[src/rtl/sat_counter.sv]
// Saturating up-counter with synchronous clear.
// Ports: clk/rst_n (async active-low), clr_i (priority over inc_i), inc_i,
//        cnt_o (registered count), cnt_nxt_o (value the count takes at the next edge).
module sat_counter #(
    parameter int CNT_W = 8
) (
    input  logic             clk,
    input  logic             rst_n,
    input  logic             clr_i,
    input  logic             inc_i,
    output logic [CNT_W-1:0] cnt_o,
    output logic [CNT_W-1:0] cnt_nxt_o
);

    localparam logic [CNT_W-1:0] CNT_MAX = '1;
    localparam logic [CNT_W-1:0] CNT_ONE = {{(CNT_W-1){1'b0}}, 1'b1};

    logic [CNT_W-1:0] cnt_q;
    logic [CNT_W-1:0] cnt_d;

    always_comb begin
        cnt_d = cnt_q;
        if (clr_i) begin
            cnt_d = '0;
        end else if (inc_i && (cnt_q != CNT_MAX)) begin
            cnt_d = cnt_q + CNT_ONE;
        end
    end

    always_ff @(posedge clk or negedge rst_n) begin
        if (!rst_n) begin
            cnt_q <= '0;
        end else begin
            cnt_q <= cnt_d;
        end
    end

    assign cnt_o     = cnt_q;
    assign cnt_nxt_o = cnt_d;

endmodule

[config.mk]
export PLATFORM = sky130hd
export DESIGN_NAME = sat_counter
export DESIGN_NICKNAME = d
export VERILOG_FILES = /design/src/rtl/sat_counter.sv
export SDC_FILE = /design/constraint.sdc
export NUM_CORES = 1
export LEC_CHECK = 0
export CORE_AREA = 2 2 39 41
export CTS_BUF_LIST = sky130_fd_sc_hd__clkbuf_16
export CTS_CLUSTER_DIAMETER = 100
export DETAILED_ROUTE_END_ITERATION = 12
export DIE_AREA = 0 0 41 43
export HOLD_SLACK_MARGIN = 0.06
export PLACE_DENSITY_LB_ADDON = 0.1
export SLEW_MARGIN = 10
export SYNTH_ARGS = -nofsm -noshare
export SYNTH_HDL_FRONTEND = slang
export SYNTH_SLANG_ARGS = --single-unit
export TNS_END_PERCENT = 5
[constraint.sdc]
create_clock -name clk -period 4.1 [get_ports clk]
set_input_delay 0.41 -clock clk [delete_from_list [all_inputs] [get_ports clk]]
set_output_delay 0.41 -clock clk [all_outputs]
set_load 0.05 [all_outputs]
## Yosys cells after proc, flatten, opt, wreduce, memory -nomap -nowiden

Index checks and enable logic that the tools add are counted.

| operators by class | value |
|---|---|
| $add $sub $neg | 1 |
| equal/unequal tests | 1 |
| multiplexer cells | 2 |
| reductions and logical operators | 1 |

Operator list:

| cell | number |
|---|---|
| $mux W8 | 2 |
| $add A8 B1 Y8 const B | 1 |
| $ne A8 B8 Y1 const B | 1 |
| $logic_and A1 B1 Y1 | 1 |

| storage, ports and cells | value |
|---|---|
| output and inout bits | 16 |
| logic and storage cells | 6 |
| bits in registers | 8 |

## Longest topological paths before layout

| depth | value |
|---|---|
| depth in word-level cells | 4 |
| depth in mapped cells | 5 |
| gate-level depth less buffers | 4 |

## Worst setup path after synthesis

Ideal clock, no wire load.

| timing path | value |
|---|---|
| kind | register to output |
| start point | register cnt_q[0], in the netlist cnt_o[0] |
| end point | output port cnt_nxt_o[6] |
| buffers on the path | 1 |
| required time | 3690 ps |
| stages on the path, launching flop included | 6 |
| slack | 1039 ps |
| data arrival time | 2651 ps |
| cell sequence | dfrtp_1 -> ha_1 -> and3_1 -> buf_6 -> a41oi_2 -> a311oi_1 |

| between the ends | value |
|---|---|
| cells in the longest elaborated chain, start to end | 4 |
| elaborated cells on any way between the ends | 5 |
| those cells by class | add/sub: 1; eq/ne: 1; mux: 2; reduce/logical: 1 |

RTL lines:

| what | line | text |
|---|---|---|
| from (decl) | 18 | `logic [CNT_W-1:0] cnt_q;` |
| from (signal assigned) | 34 | `cnt_q <= cnt_d;` |
| parallel branches: the longest is 2 deep, another holds $add A8 B1 Y8 | n/a |  |
| $mux W8 * | 25 | `end else if (inc_i && (cnt_q != CNT_MAX)) begin` |
| $mux W8 * | 23 | `if (clr_i) begin` |
| to (decl) | 12 | `output logic [CNT_W-1:0] cnt_nxt_o` |

Mark *: on every way between the ends.

## Final worst setup path

| timing path | value |
|---|---|
| start point | register cnt_q[0], in the netlist cnt_o[0] |
| end point | output port cnt_nxt_o[4] |

Same word-level chain as after synthesis.

==> out/results.txt <==
Starting Density: 0.361
register area: 200 µm²
Worst slew margin: 0.644
Post-CTS Resized: 0
crit path launch type: register
setup TNS: 0 ns
Worst setup EP type: output pin
post-CTS setup buffer count: 0
synthesis warning total: 0
Cell Area, Synth: 499 µm²
total clock sinks: 8
total power: 0.286 mW
Port Buffers: 19
H-tree Lvls: 1
run status: complete, no violations
Finished Cell Area: 753 µm²
RR Endpoint: cnt_o[4]
Crit path arrival time: 2.65 ns
worst-case reg-to-reg path depth: 4
final hold vios: 0
vias in the first global route: 406
Post-synth ARST share: 1.00
layout cells sized above 1: 0.141
area grow syn2layout: 50.9%
FF+latch count, synth: 8
DRC Markers: 0
Worst Hold Class: in -> async
Clock Latency Late Sink: 0.23 ns
Max-Cap Viols: 0
antenna viol nets, final: 0
Syn Nets: 50
initial antenna violation count: 0
synthesized area per cell: 11.1 µm²
Die X: 41 µm
Pwr per Cell Area: 380 nW/µm²
antenna diode count: 0
Mapped Cells: 45
worst slew pin tran: 0.532 ns
routed wire length: 1230 µm
grt ovf: 0
register area share after synthesis: 0.401
most frequent cells in the layout: clkdlybuf4s50_1, dfrtp_1
area of the multi-input gates: 264 µm²
commonest non-fill, non-tap cell in the layout: clkdlybuf4s50_1
cell taking the most area after synthesis: dfrtp_1
RSZ-0062 raised after global routing: false
final setup fails: 0
GP Congestion: 0.750
Post-synth EDFFs: 0
Reg clk slew, reported paths: 0.04 ns
Slew Limit Fails: 0
post-synthesis cell type count: 27
worst r2r src: cnt_o[0]
Iter 0 DRT Violations: 5
number of vias per cell: 5.69
final hold slack: 0.474 ns
cts bufs inserted: 3
ys flop type: dfrtp_1
final worst slack: 1.04 ns
max reg flops: 8
core area: 1380 µm²
Worst Path Class, Setup: reg -> out
height of the die: 43 µm
number of hold buffers added after cts: 0
CTS tree: done
top post-synthesis cells by area: dfrtp_1, mux2_4, a211oi_1
GRT Total Usage: 0.168
clock skew: 0.000565 ns
dpl hpwl: 811 µm
Placed Area: 678 µm²
IO Count: 20
Filler cells: 131
first-pass GRT wire length: 1920 µm
Max VDD drop: 0.000223 V
Highest Clock Rate: 326 MHz
Final Cycle Share: 0.747
Root Driver: clkbuf_16
Net count, final: 71
drt pass-1 iters: 3
Tmin final: 3.06 ns
die area: 1760 µm²
clock buffer depth: 2
reg2reg setup slack: 2.45 ns
maximum fanout along the worst path: 8
FP Rows: 14
post-synth top area share: 0.401
Data required, critical path: 3.69 ns
via count: 455
average routed wire per standard cell: 15.4 µm
largest net degree at the start of global routing: 12
Leak: 0.298 nW
pre-CTS setup slack: 1.12 ns
synth_stat cells, types with 2 or more instances:
| master | n |
|---|---|
| and3_1 | 2 |
| nand2b_1 | 2 |
| a311oi_1 | 2 |
| nor2_1 | 2 |
| a21oi_1 | 3 |
| mux2_4 | 2 |
| nor2b_1 | 3 |
| dfrtp_1 | 8 |
| a211oi_1 | 3 |
stage by stage:
stage	util	std cells
after global routing	0.544	80
final	0.544	80
after detailed placement	0.490	77
after global placement	0.490	77
after floorplan	-	45
after CTS	0.544	80
how the worst max path moves through the flow:
| stage | start | end | slack, ns | cells past startpoint |
|---|---|---|---|---|
| after floorplan | cnt_o[0] | cnt_nxt_o[6] | 1.04 | 5 |
| after global placement | inc_i | cnt_nxt_o[5] | 1.12 | 5 |
| after detailed placement | inc_i | cnt_nxt_o[5] | 1.12 | 5 |
| after CTS | cnt_o[0] | cnt_nxt_o[4] | 1.02 | 5 |
| after global routing | cnt_o[0] | cnt_nxt_o[4] | 0.90 | 5 |
| final | cnt_o[0] | cnt_nxt_o[4] | 1.04 | 5 |
final cells by class:
class,instances,area share
well taps,16,0.0266
inverters,1,0.00498
flip-flops and latches,8,0.266
repair buffers,19,0.252
clock buffers,3,0.0997
multi-input cells,33,0.350
cell families (layout without fill, tap and decap cells):
| logic type | after synthesis | after routing | share of synthesized area |
|---|---|---|---|
| adder cells (fa/ha/maj) | 1 | 1 | 0.0251 |
| multiplexers | 3 | 3 | 0.0802 |
| AO/OA/AOI/OAI | 12 | 12 | 0.203 |
| AND/OR/NAND/NOR | 17 | 17 | 0.221 |
| buffers and inverters | 4 | 23 | 0.0702 |
| flip-flops | 8 | 8 | 0.401 |
worst max-delay path, cell delays in order (launching register included):
cell and delay (ns):
dfrtp_1 0.43, ha_1 0.21, and3_1 0.36, a21oi_1 0.12, a311oi_1 0.39, clkdlybuf4s50_1 0.91
power breakdown:
part           leakage [nW]  internal (mW)  switching, mW
registers             0.110         0.0813        0.00298
clock network        0.0370          0.126         0.0404
logic                 0.151         0.0131         0.0225
total                 0.298          0.220         0.0659
per-layer routing:
metal  routed length [µm]  track usage  vias to the layer above
li1                     -            -                      212
met1                  538        0.225                      225
met2                  594        0.222                       14
met3                   62       0.0471                        4
met4                   37        0.120                        0
met5                    0            0                        -
Note: power is estimated with default switching activity, not from simulation.
==> RTL change: new RTL, config.mk and constraints unchanged <==
Set the parameter `CNT_W` to 7 (it was 8).
--- a/src/rtl/sat_counter.sv
+++ b/src/rtl/sat_counter.sv
@@ -2,7 +2,7 @@
 // Ports: clk/rst_n (async active-low), clr_i (priority over inc_i), inc_i,
 //        cnt_o (registered count), cnt_nxt_o (value the count takes at the next edge).
 module sat_counter #(
-    parameter int CNT_W = 8
+    parameter int CNT_W = 7
 ) (
     input  logic             clk,
     input  logic             rst_n,
Ports: changed (resized cnt_nxt_o and cnt_o); port bits go from 20 to 18. No check against the original RTL was run, so the function may have changed too.
==> RTL change against the unedited design <==
  * Sequential power is 12% lower
  * Clock skew is 0.00089 ns higher
  * Fmax is 4.5% higher
  * Routed wire length is 25% lower
  * Count of clock-buffer cells in the layout stayed put
  * Die area stayed put
  * Design area is 16% lower
  * Via count is 24% lower
  * Setup slack better by 0.13 ns
  * Area after synthesis is 27% lower
  * Sequential cell count is 1 lower
  * Power is 4.0% lower
  * First-iteration DRC count is 20% lower
==> RTL change: results (changes against the unedited design) <==
Status: finished, final reports clean (unchanged)
Crit path arrival time: 2.52 ns (was 2.65 ns)
GR Util met2: 17.2% (was 22.2%)
Cells after Synth: 33 (was 45)
Synth Area in Compound Gates: 22.0% (was 20.3%)
Largest register FFs: 7 (was 8)
Top cells by area, synth: dfrtp_1 48%, o21ai_4 4.5%, nor2_1 4.1%, ha_1 3.4%, nand4_2 3.4% (was dfrtp_1 40%, mux2_4 6.0%, a211oi_1 4.5%, nor2b_1 3.8%, a311oi_1 3.5%)
Via/cell ratio: 4.97 (was 5.69)
Met1 Wirelength: 409 um (was 538 um)
Routability cong.: 0.734 (was 0.750)
Reg2Reg Setup Slack: 2.55 ns (was 2.45 ns)
Worst vdd ir: 204 uV (was 223 uV)
Mux contribution to synthesized area: 2.75% (was 8.02%)
Dpl cells: 66 (was 77)
Area after DPL: 554 um2 (was 678 um2)
TritonRoute pass-1 iters: 2 (was 3)
Largest net degree at the start of global routing: 9 (was 12)
Post-Synthesis Net Count: 38 (was 50)
First-pass GRT wire length: 1.48 mm (was 1.92 mm)
Leak Pwr: 0.280 nW (was 0.298 nW)
Max FO, Critical Path: 6 (was 8)
Routed wire length: 922 um (was 1.23 mm)
Worst Reg-to-Reg Cells: 5 (was 4)
GR Util met1: 16.7% (was 22.5%)
Met3 routed WL: 64 um (was 62 um)
Sequential share of the synthesized area: 48.1% (was 40.1%)
Relative slew slack: 66.5% (was 64.4%)
Most instantiated cells after synthesis: 7 x dfrtp_1, 4 x nor2_1, 2 x nand2_1, 2 x o21ai_0 (was 8 x dfrtp_1, 3 x a211oi_1, 3 x a21oi_1, 3 x nor2b_1)
Finished Layout Cells: 70 (was 80)
CP Capture Point: cnt_nxt_o[3] (was cnt_nxt_o[4])
Global Route Usage Sum: 13.2% (was 16.8%)
Min Hold Slack: 0.453 ns (was 0.474 ns)
Clock Skew: 0.00145 ns (was 0.000565 ns)
Pre-CTS setup slack: 1.23 ns (was 1.12 ns)
Fill cells: 133 (was 131)
## RTL change: cell types whose count changed after synthesis, moves of 2 or more
cell | before | now
o21ai_0 | 0 | 2
nor2b_1 | 3 | 0
nor2_1 | 2 | 4
mux2_4 | 2 | 0
and3_1 | 2 | 0
a211oi_1 | 3 | 0
a21oi_1 | 3 | 1
nand2b_1 | 2 | 0
## RTL change: area by class of cell
type | count | area [um2] | share of cell area, %
Sequential cell | 7 | 175 | 27.7
Multi-Input combinational cell | 26 | 189 | 29.8
Clock buffer | 3 | 75.1 | 11.9
Tap cell | 16 | 20.0 | 3.16
Timing Repair Buffer | 17 | 170 | 26.9
Clock inverter | 1 | 3.75 | 0.593
## RTL change: power breakdown
part / total, mW / internal (mW) / switching (mW)
Clock: 0.165 / 0.127 / 0.0384
Combinational: 0.0356 / 0.0125 / 0.0231
Sequential: 0.0740 / 0.0715 / 0.00244
